**config.mk**
```make
export PLATFORM = sky130hd
export DESIGN_NAME = uart_rx_regs
export DESIGN_NICKNAME = d
export VERILOG_FILES = /design/src/rtl/uart_pkg.sv /design/src/rtl/uart_rx_fifo.sv /design/src/rtl/uart_rx_regs.sv
export SDC_FILE = /design/constraint.sdc
export NUM_CORES = 1
export LEC_CHECK = 0
export ABC_AREA = 0
export CORE_UTILIZATION = 54
export CTS_BUF_LIST = sky130_fd_sc_hd__clkbuf_8 sky130_fd_sc_hd__clkbuf_16
export DETAILED_ROUTE_END_ITERATION = 16
export PLACE_DENSITY_LB_ADDON = 0.08
export SKIP_LAST_GASP = 1
export SYNTH_ARGS = -nofsm -noshare
export SYNTH_HDL_FRONTEND = slang
export SYNTH_HIERARCHICAL = 1
export SYNTH_SLANG_ARGS = --single-unit
```
**constraint.sdc**
```tcl
create_clock -name clk -period 4.4 [get_ports clk]
set_input_delay 0.88 -clock clk [delete_from_list [all_inputs] [get_ports clk]]
set_output_delay 0.88 -clock clk [all_outputs]
set_load 0.01 [all_outputs]
```
**src/rtl/uart_pkg.sv**
```systemverilog
// Shared definitions for the UART receiver: register map, LSR bits, FSM.
// UART_RX_PARITY_EN adds the PARITY state (8E1 framing).
package uart_pkg;

  localparam logic [7:0] RBR_OFF = 8'h00;
  localparam logic [7:0] LSR_OFF = 8'h05;

  localparam int LSR_DR   = 0;
  localparam int LSR_OE   = 1;
  localparam int LSR_PE   = 2;
  localparam int LSR_FE   = 3;
  localparam int LSR_THRE = 5;
  localparam int LSR_TEMT = 6;

  typedef enum logic [2:0] {
    ST_IDLE,
    ST_START,
    ST_DATA,
`ifdef UART_RX_PARITY_EN
    ST_PARITY,
`endif
    ST_STOP
  } rx_state_e;

endpackage

```
**src/rtl/uart_rx_fifo.sv**
```systemverilog
// Receive byte FIFO; push into a full FIFO is accepted only with a
// same-cycle pop, which frees the slot being written.
module uart_rx_fifo #(
  parameter int DEPTH = 8,
  parameter int W     = 8
) (
  input  logic         clk,
  input  logic         reset,
  input  logic         push,
  input  logic         pop,
  input  logic [W-1:0] din,
  output logic         full,
  output logic         empty,
  output logic [W-1:0] head
);

  localparam int AW = $clog2(DEPTH);

  logic [AW:0]  wr_q, wr_d, rd_q, rd_d;
  logic [W-1:0] mem_q [DEPTH];
  logic         do_push, do_pop;

  assign empty = (wr_q == rd_q);
  assign full  = (wr_q[AW] != rd_q[AW]) &&
                 (wr_q[AW-1:0] == rd_q[AW-1:0]);
  assign head  = mem_q[rd_q[AW-1:0]];

  // Pointer advance for accepted pushes and pops
  always_comb begin
    do_push = push && (!full || pop);
    do_pop  = pop && !empty;
    wr_d    = do_push ? wr_q + 1'b1 : wr_q;
    rd_d    = do_pop  ? rd_q + 1'b1 : rd_q;
  end

  // Pointer registers
  always_ff @(posedge clk) begin
    if (reset) begin
      wr_q <= '0;
      rd_q <= '0;
    end else begin
      wr_q <= wr_d;
      rd_q <= rd_d;
    end
  end

  // Storage array, written on accepted push
  always_ff @(posedge clk) begin
    if (do_push) mem_q[wr_q[AW-1:0]] <= din;
  end

endmodule

```
**src/rtl/uart_rx_regs.sv**
```systemverilog
// UART receiver with 16x oversampling, RX FIFO and RBR/LSR registers.
// UART_RX_PARITY_EN selects 8E1 framing with parity check.
module uart_rx_regs
  import uart_pkg::*;
#(
  parameter int CLK_DIV    = 27,
  parameter int FIFO_DEPTH = 8
) (
  input  logic        clk,
  input  logic        reset,
  input  logic        rxd,
  input  logic        ren,
  input  logic [7:0]  raddr,
  output logic [63:0] rdata,
  output logic        irq
);

  localparam int DW = (CLK_DIV > 1) ? $clog2(CLK_DIV) : 1;
  localparam logic [DW-1:0] DIV_MAX = DW'(CLK_DIV - 1);

  rx_state_e   state_q, state_d;
  logic [DW-1:0] div_q, div_d;
  logic [3:0]  tick_q, tick_d;
  logic [2:0]  bit_q, bit_d;
  logic [7:0]  shift_q, shift_d;
  logic        hold_q, hold_d;
  logic        rx_s1_q, rx_s2_q;
  logic        oe_q, oe_d, pe_q, pe_d, fe_q, fe_d;
  logic [63:0] rdata_q, rdata_d;
  logic        tick_en, push, pop, fe_set, pe_set, oe_set;
  logic        rd_rbr, rd_lsr;
  logic        f_full, f_empty;
  logic [7:0]  f_head, lsr;

  assign tick_en = (div_q == DIV_MAX);
  assign rd_rbr  = ren && (raddr == RBR_OFF);
  assign rd_lsr  = ren && (raddr == LSR_OFF);
  assign pop     = rd_rbr && !f_empty;
  assign oe_set  = push && f_full && !pop;
  assign rdata   = rdata_q;
  assign irq     = !f_empty;

  uart_rx_fifo #(.DEPTH(FIFO_DEPTH), .W(8)) u_fifo (
    .clk   (clk),
    .reset (reset),
    .push  (push),
    .pop   (pop),
    .din   (shift_q),
    .full  (f_full),
    .empty (f_empty),
    .head  (f_head)
  );

  // Two-flop synchronizer for the asynchronous line
  always_ff @(posedge clk) begin
    if (reset) begin
      rx_s1_q <= 1'b1;
      rx_s2_q <= 1'b1;
    end else begin
      rx_s1_q <= rxd;
      rx_s2_q <= rx_s1_q;
    end
  end

  // Frame FSM: tick divider, oversample counter, bit shifter
  always_comb begin
    state_d = state_q;
    div_d   = tick_en ? '0 : div_q + DW'(1);
    tick_d  = tick_q;
    bit_d   = bit_q;
    shift_d = shift_q;
    hold_d  = hold_q;
    push    = 1'b0;
    fe_set  = 1'b0;
    pe_set  = 1'b0;
    unique case (state_q)
      ST_IDLE: begin
        if (!rx_s2_q) begin
          state_d = ST_START;
          div_d   = '0;
          tick_d  = '0;
        end
      end
      ST_START: begin
        if (tick_en) begin
          tick_d = tick_q + 4'd1;
          if (tick_q == 4'd7) begin
            tick_d  = '0;
            bit_d   = '0;
            state_d = rx_s2_q ? ST_IDLE : ST_DATA;
          end
        end
      end
      ST_DATA: begin
        if (tick_en) begin
          tick_d = tick_q + 4'd1;
          if (tick_q == 4'd15) begin
            shift_d = {rx_s2_q, shift_q[7:1]};
            bit_d   = bit_q + 3'd1;
`ifdef UART_RX_PARITY_EN
            if (bit_q == 3'd7) state_d = ST_PARITY;
`else
            if (bit_q == 3'd7) state_d = ST_STOP;
`endif
          end
        end
      end
`ifdef UART_RX_PARITY_EN
      ST_PARITY: begin
        if (tick_en) begin
          tick_d = tick_q + 4'd1;
          if (tick_q == 4'd15) begin
            pe_set  = (rx_s2_q != ^shift_q);
            state_d = ST_STOP;
          end
        end
      end
`endif
      ST_STOP: begin
        if (hold_q) begin
          if (rx_s2_q) begin
            hold_d  = 1'b0;
            state_d = ST_IDLE;
          end
        end else if (tick_en) begin
          tick_d = tick_q + 4'd1;
          if (tick_q == 4'd15) begin
            if (rx_s2_q) begin
              push    = 1'b1;
              state_d = ST_IDLE;
            end else begin
              fe_set = 1'b1;
              hold_d = 1'b1;
            end
          end
        end
      end
      default: state_d = ST_IDLE;
    endcase
  end

  // Status flags and registered read data
  always_comb begin
    lsr           = 8'h00;
    lsr[LSR_DR]   = !f_empty;
    lsr[LSR_OE]   = oe_q;
    lsr[LSR_PE]   = pe_q;
    lsr[LSR_FE]   = fe_q;
    lsr[LSR_THRE] = 1'b1;
    lsr[LSR_TEMT] = 1'b1;
    oe_d = (oe_q && !rd_lsr) || oe_set;
    pe_d = (pe_q && !rd_lsr) || pe_set;
    fe_d = (fe_q && !rd_lsr) || fe_set;
    rdata_d = rdata_q;
    if (ren) begin
      unique case (1'b1)
        rd_rbr:  rdata_d = {56'h0, f_empty ? 8'h00 : f_head};
        rd_lsr:  rdata_d = {56'h0, lsr};
        default: rdata_d = '0;
      endcase
    end
  end

  // State registers
  always_ff @(posedge clk) begin
    if (reset) begin
      state_q <= ST_IDLE;
      div_q   <= '0;
      tick_q  <= '0;
      bit_q   <= '0;
      shift_q <= '0;
      hold_q  <= 1'b0;
      oe_q    <= 1'b0;
      pe_q    <= 1'b0;
      fe_q    <= 1'b0;
      rdata_q <= '0;
    end else begin
      state_q <= state_d;
      div_q   <= div_d;
      tick_q  <= tick_d;
      bit_q   <= bit_d;
      shift_q <= shift_d;
      hold_q  <= hold_d;
      oe_q    <= oe_d;
      pe_q    <= pe_d;
      fe_q    <= fe_d;
      rdata_q <= rdata_d;
    end
  end

endmodule

```
==> summary.txt, run 1 <==
Run status
  – Outcome: completed

Power
  – Net Switching: 0.380 mW
  – P_int: 1.31 mW
  – Share of power burned in registers: 64.6%
  – Net Sw Frac: 22.4%
  – Comb pwr share: 3.6%
  – Leakage: 1.88 nW
  – Power share of the clock group: between 30% and 40%
  – PD cells: between 300 and 400 nW/um^2
  – VDD IR max: 0.148 mV

GRT
  – Met1 GRT Util: 28.2%
  – Number of global-route vias before repair: around 2.7k
  – Largest net degree at the start of global routing: 33
  – Global-route wire length before repair: 14.3 mm
  – Routing usage on met3: 2.77%
  – Initial antenna violation count: 0
  – Layer with the highest usage: met2
  – Routing usage on met2: 30.6%
  – Grt ovf: 0
  – Total GRT Usage: 19.7%

Flow run
  – Max Cap Violations: 0

Routing
  – Mean routed wirelength per cell: around 17 um
  – DR iter-0 viols: 184
  – Vias/cell: 5.44
  – Final wirelength: 8.93 mm
  – Antenna viol nets, final: 0
  – Drt pass-1 iters: 4
  – Remaining DRCs: 0
  – Via count: 2941

Cells and area
  – Final Net Count: about 440
  – Share of cells above drive strength 1: 14.4%
  – Final instance area: ~5300 um^2
  – FILL cells: between 700 and 800
  – Diode count: 0
  – Layout area overhead: 5.10%

Synth
  – Register area share after synthesis: 56.4%
  – Count leader, synth: edfxtp_1
  – Syn Inst Count: between 400 and 500
  – Top_reg_cell synth: edfxtp_1
  – Yosys Warn Count: 6
  – Flops & latches, synth: 111
  – Netlist cell types: 60
  – Top cells by area, synth: edfxtp_1, dfxtp_1, buf_4, mux4_2, mux2_2
  – Largest area contributor in the netlist: edfxtp_1
  – Avg Cell Area, Syn: 12.5 um^2
  – Mapped Area: 5080 um^2
  – Top cells by count, synth: edfxtp_1, buf_4, dfxtp_1, nor2_1, a21oi_1
  – EDFF count, synth: 64
  – Yosys top cell area share: 37.8%
  – Fraction of registers with async set/reset: 0%

Clock tree
  – CTS resizes: 0
  – Post-CTS Setup Inserts: 0
  – Root Buffer: clkbuf_8
  – # hold bufs at CTS: 0
  – Num CTS Buffers: 9
  – CTS Buffer Depth: 2
  – Latest clock arrival within the worst-skew pair: 360 ps
  – CTS H-Tree Depth: 3
  – Clk sinks: between 100 and 150
  – CTS clk-pin slew, worst paths: 100 ps
  – CTS tree: yes

Timing
  – Final min period: between 3000 and 4000 ps
  – Pins Over Slew Limit: 0
  – Setup violators final: 0
  – Final Skew: 12.6 ps
  – Final hold violation count: 0
  – RSZ-0062 raised after global routing: false
  – Max Freq: 305 MHz
  – Final period utilization: 74.5%
  – Relative slew slack: 28.2%
  – Setup_tns: 0 ps
  – Worst-margin pin slew: 1080 ps

Critical path
  – Critical R2R Launch: u_fifo/wr_q[1]
  – Crit-path cells: clkdlybuf4s50_1, or4_4, nor4_4, inv_1, a21oi_2, mux2_2
  – Max incr delay on CP: 600 ps
  – Crit-path slowest cell: nor4_4
  – CP Launch Type: input port
  – Crit path capture type: flip-flop
  – Critical path arrival: 3540 ps
  – Reg-to-Reg End: u_fifo/wr_q[3]
  – R2r setup slk: ~1600 ps
  – Worst Setup SP: raddr[5]
  – Worst-path maximum fanout: 12
  – CP endpoint: u_fifo/wr_q[3]
  – Reg2Reg Depth: 7
  – Setup CP Type: input port to flip-flop
  – Crit path required time: 4660 ps

Place
  – GPL Wtd Cong: 0.761
  – IO Port Bufs: 20
  – Post-DP HPWL: 6.13 mm
  – Cell Area, Placed: 5170 um^2

Die
  – Die ar.: 9800 um^2
  – Initial Utilization: 55.2%
  – IO Pins: 77
  – Die X: 99.0 um
  – Core Region: approximately 9200 um^2
  – Rows: 35
  – Die H: 99.0 um

Worst hold path
  – Worst min path class: flip-flop to flip-flop
## metal layers
layer	vias to the layer above	wire length, um
met1	1446	4360
met5	-	0
met2	64	4180
li1	1421	-
met4	0	114
met3	10	280
## power groups by stage
| stage | clock network, mW | registers, mW | logic [mW] |
|---|---|---|---|
| after floorplan | 0 | 1.11 | 0.0822 |
| after global placement | 0 | 1.12 | 0.0594 |
| after detailed placement | 0 | 1.12 | 0.0600 |
| after CTS | 0.557 | 1.09 | 0.0602 |
| after global routing | 0.592 | 1.09 | 0.0691 |
| final | 0.539 | 1.09 | 0.0604 |
## layout make-up
| type | instances | area, um^2 | area share [%] |
|---|---|---|---|
| clock inverters | 7 | 46.3 | 0.867 |
| well taps | 111 | 139 | 2.60 |
| multi-input cells | 266 | 1870 | 35.1 |
| flip-flops and latches | 111 | 2860 | 53.6 |
| clock buffers | 9 | 124 | 2.32 |
| repair buffers | 28 | 260 | 4.87 |
| inverters | 9 | 33.8 | 0.633 |
## cells in the final DEF (no fill, tap or decap), types with 9 or more instances in the layout
master and n:
edfxtp_1 64, conb_1 56, dfxtp_1 47, nor2_1 25, clkdlybuf4s50_1 20, a21oi_1 19
nand2_1 18, nand3_1 16, mux4_2 16, mux2_2 10, nor3_1 9, clkbuf_8 9
## per-stage QoR
step	utilization (%)	hold WS, ps	worst slack (ps)	cells	power, mW
after floorplan	-	389	1010	461	1.20
after global placement	56.2	402	753	525	1.18
after detailed placement	56.2	398	748	525	1.18
after CTS	58.1	421	1140	541	1.71
after global routing	58.1	434	973	541	1.76
final	58.1	418	1120	541	1.69
## critical path: cells and delay by family
family	cells	cell delay (ps)
compound gates	1	480
simple gates	2	1170
mux	1	390
buf+inv	2	620
## state kept, by name, indices dropped and copies added (netlist names), 2 cells and up, named ones only
register and flops:
state_q 2, div_q 5, shift_q 8, u_fifo/rd_q 4
rdata 8, u_fifo/wr_q 4, u_fifo/mem_q 64, tick_q 4
bit_q 3
## cell families (layout without fill, tap and decap cells)
group                    after synthesis  count (layout)  synth area share, %
AO/OA/AOI/OAI                         56              56                 7.66
XOR/XNOR                               9               9                 1.55
adder cells (fa/ha/maj)                7               7                 1.72
buffers and inverters                 84              53                 10.8
flip-flops                           111             111                 56.4
multiplexers                          28              28                 9.70
other                                  1              56               0.0738
AND/OR/NAND/NOR                      110             110                 12.1
## worst min-delay path by stage
stage,start,endpoint,slack [ps],cells past startpoint
after floorplan,rx_s1_q,rx_s2_q,390,1
after global placement,rx_s1_q,rx_s2_q,400,1
after detailed placement,rx_s1_q,rx_s2_q,400,1
after CTS,rx_s1_q,rx_s2_q,420,1
after global routing,rx_s1_q,rx_s2_q,430,1
final,rx_s1_q,rx_s2_q,420,1
(Power assumes the default switching activity.)
==> run 2, diff against run 1 <==
==> constraint.sdc (replaced) <==
create_clock -name clk -period 3.1 [get_ports clk]
set_input_delay 0.62 -clock clk [delete_from_list [all_inputs] [get_ports clk]]
set_output_delay 0.62 -clock clk [all_outputs]
set_load 0.01 [all_outputs]
==> run 2 against run 1 <==
Net effect:
- critical path depth shrank 1
- cell area up 2.8%
- clock skew is 2.1 ps higher
- global-route usage is 0.17 points lower
- combinational power up 47%
- worst hold slack better by 6.0 ps
- setup slack worse by 790 ps
- via count grew 3.1%
- total power increased by 52%
- first-iteration DRC count decreased by 14%
- largest cell class unchanged
==> summary.txt, run 2 (synthesized netlist as in run 1, its figures left out) <==
Run status
  – Outcome: completed

Clock tree
  – Num CTS Buffers: 9
  – Clk sinks: 111
  – CTS Buffer Depth: 2
  – CTS resizes: 0
  – Post-CTS Setup Inserts: 0
  – Latest clock arrival within the worst-skew pair: 370 ps
  – CTS clk-pin slew, worst paths: 110 ps
  – CTS H-Tree Depth: 3
  – # hold bufs at CTS: 0
  – CTS tree: yes
  – Root Buffer: clkbuf_8

Cells and area
  – FILL cells: roughly 760
  – Layout area overhead: 8.00%
  – Max reg flops: 64
  – Share of cells above drive strength 1: about 17%
  – Diode count: 0
  – Post-Route Utilization: 59.7%
  – Final Net Count: between 400 and 500
  – Final instance area: 5490 um^2
  – Commonest non-fill, non-tap cell in the layout: edfxtp_1
  – Commonest cells after routing, fill and taps aside: edfxtp_1, conb_1, dfxtp_1
  – Fin cells: 551

Die
  – IO Pins: a little under 80
  – Die H: between 90 and 100 um
  – Rows: 35
  – Die ar.: 9800 um^2
  – Initial Utilization: 55.2%
  – Core Region: between 9000 and 10000 um^2
  – Die X: 99.0 um

Critical path
  – Crit path required time: 2480 ps
  – Crit-path cells: xnor2_1, nand3_1, nor2_1, inv_1, clkdlybuf4s50_1
  – Largest delay share family, worst path: flip-flops
  – Buf+Inv Stages, Crit Path: 2
  – Setup CP Type: flip-flop to output pin
  – Crit path capture type: output pin
  – Worst-path maximum fanout: 10
  – Max incr delay on CP: 580 ps
  – CP Launch Type: flip-flop
  – Critical path arrival: 2150 ps
  – Crit-path slowest cell: dfxtp_1

Routing
  – Metal3 WL: roughly 400 um
  – Drt pass-1 iters: 4
  – Remaining DRCs: 0
  – Vias/cell: 5.50
  – Met2 wire len: 4.25 mm
  – Via count: 3031
  – Max Used Layer: met4
  – Mean routed wirelength per cell: between 15 and 20 um
  – Antenna viol nets, final: 0
  – DR iter-0 viols: approximately 160
  – Final wirelength: 9.01 mm
  – DRT met1 WL: 4.24 mm

Timing
  – RSZ-0062 raised after global routing: false
  – Final hold violation count: 0
  – Setup_tns: 0 ps
  – Setup violators final: 0
  – Worst-margin pin slew: 836 ps
  – Min Hold Slack: 424 ps
  – Final period utilization: 89.3%
  – Max Freq: 361 MHz
  – Relative slew slack: 44.2%
  – Pins Over Slew Limit: 0
  – Final min period: 2770 ps
  – Final Skew: ~15 ps

GRT
  – Largest net degree at the start of global routing: 22
  – Number of global-route vias before repair: 2838
  – Initial antenna violation count: 0
  – Grt ovf: 0
  – Total GRT Usage: around a fifth
  – Global-route wire length before repair: 14.6 mm

Flow run
  – Max Cap Violations: 0

Place
  – GPL Wtd Cong: roughly 0.74
  – Post-DP HPWL: 6.29 mm
  – Cell Area, Placed: around 5300 um^2
  – Post-Place Cells: ~540
  – IO Port Bufs: 20

Power
  – Leakage: 1.97 nW
  – PD cells: 468 nW/um^2
  – VDD IR max: 0.194 mV

Worst hold path
  – Worst min path class: flip-flop to flip-flop
run 2: power breakdown:
part	total, mW	internal [mW]	switching, mW
combinational	0.0888	0.0288	0.0599
sequential	1.55	1.54	0.00754
clock	0.926	0.400	0.526
total	2.57	1.97	0.594
run 2: cell type report:
| cell class | instances | area [um^2] | share of cell area (%) |
|---|---|---|---|
| clock buffers | 9 | 124 | 2.26 |
| multi-input cells | 266 | 1880 | 34.3 |
| repair buffers | 38 | 348 | 6.34 |
| clock inverters | 7 | 100 | 1.82 |
| well taps | 111 | 139 | 2.53 |
| flip-flops and latches | 111 | 2860 | 52.2 |
| inverters | 9 | 33.8 | 0.616 |
run 2: worst register-to-register path: cells and delay by family (launching register included):
kind	cells	cell delay, ps
compound gates	1	300
buf+inv	1	210
simple gates	4	910
flops	1	580
xor+xnor	1	160
run 2: per-stage QoR:
stage	setup slack (ps)	power [mW]
after floorplan	135	1.70
after global placement	125	1.67
after global routing	196	2.66
final	332	2.57
after detailed placement	71.7	1.67
after CTS	279	2.59
run 2: path summary, 6_finish.rpt:
| check | from | endpoint | depth (start not counted) | slack [ps] |
|---|---|---|---|---|
| worst max-delay path | u_fifo/wr_q[0] | irq | 5 | 330 |
| worst max register to register | u_fifo/wr_q[0] | u_fifo/mem_q[2][3] | 7 | 630 |
| worst min register to register | rx_s1_q | rx_s2_q | 1 | 420 |
| worst min-delay path | rx_s1_q | rx_s2_q | 1 | 420 |
run 2: layer usage:
metal / vias to the layer above / track usage (%)
met4: 0 / 7.69
met1: 1495 / 27.0
met5: - / 0
li1: 1442 / -
met3: 9 / 2.98
met2: 85 / 31.2
==> run 3, diff against run 2 <==
--- a/config.mk
+++ b/config.mk
@@ -11,6 +11,7 @@
 export DETAILED_ROUTE_END_ITERATION = 16
 export PLACE_DENSITY_LB_ADDON = 0.08
 export SKIP_LAST_GASP = 1
+export SLEW_MARGIN = 20
 export SYNTH_ARGS = -nofsm -noshare
 export SYNTH_HDL_FRONTEND = slang
 export SYNTH_HIERARCHICAL = 1
==> results of run 3 <==
Final layout, timing and power as in run 2 (identical DEF).
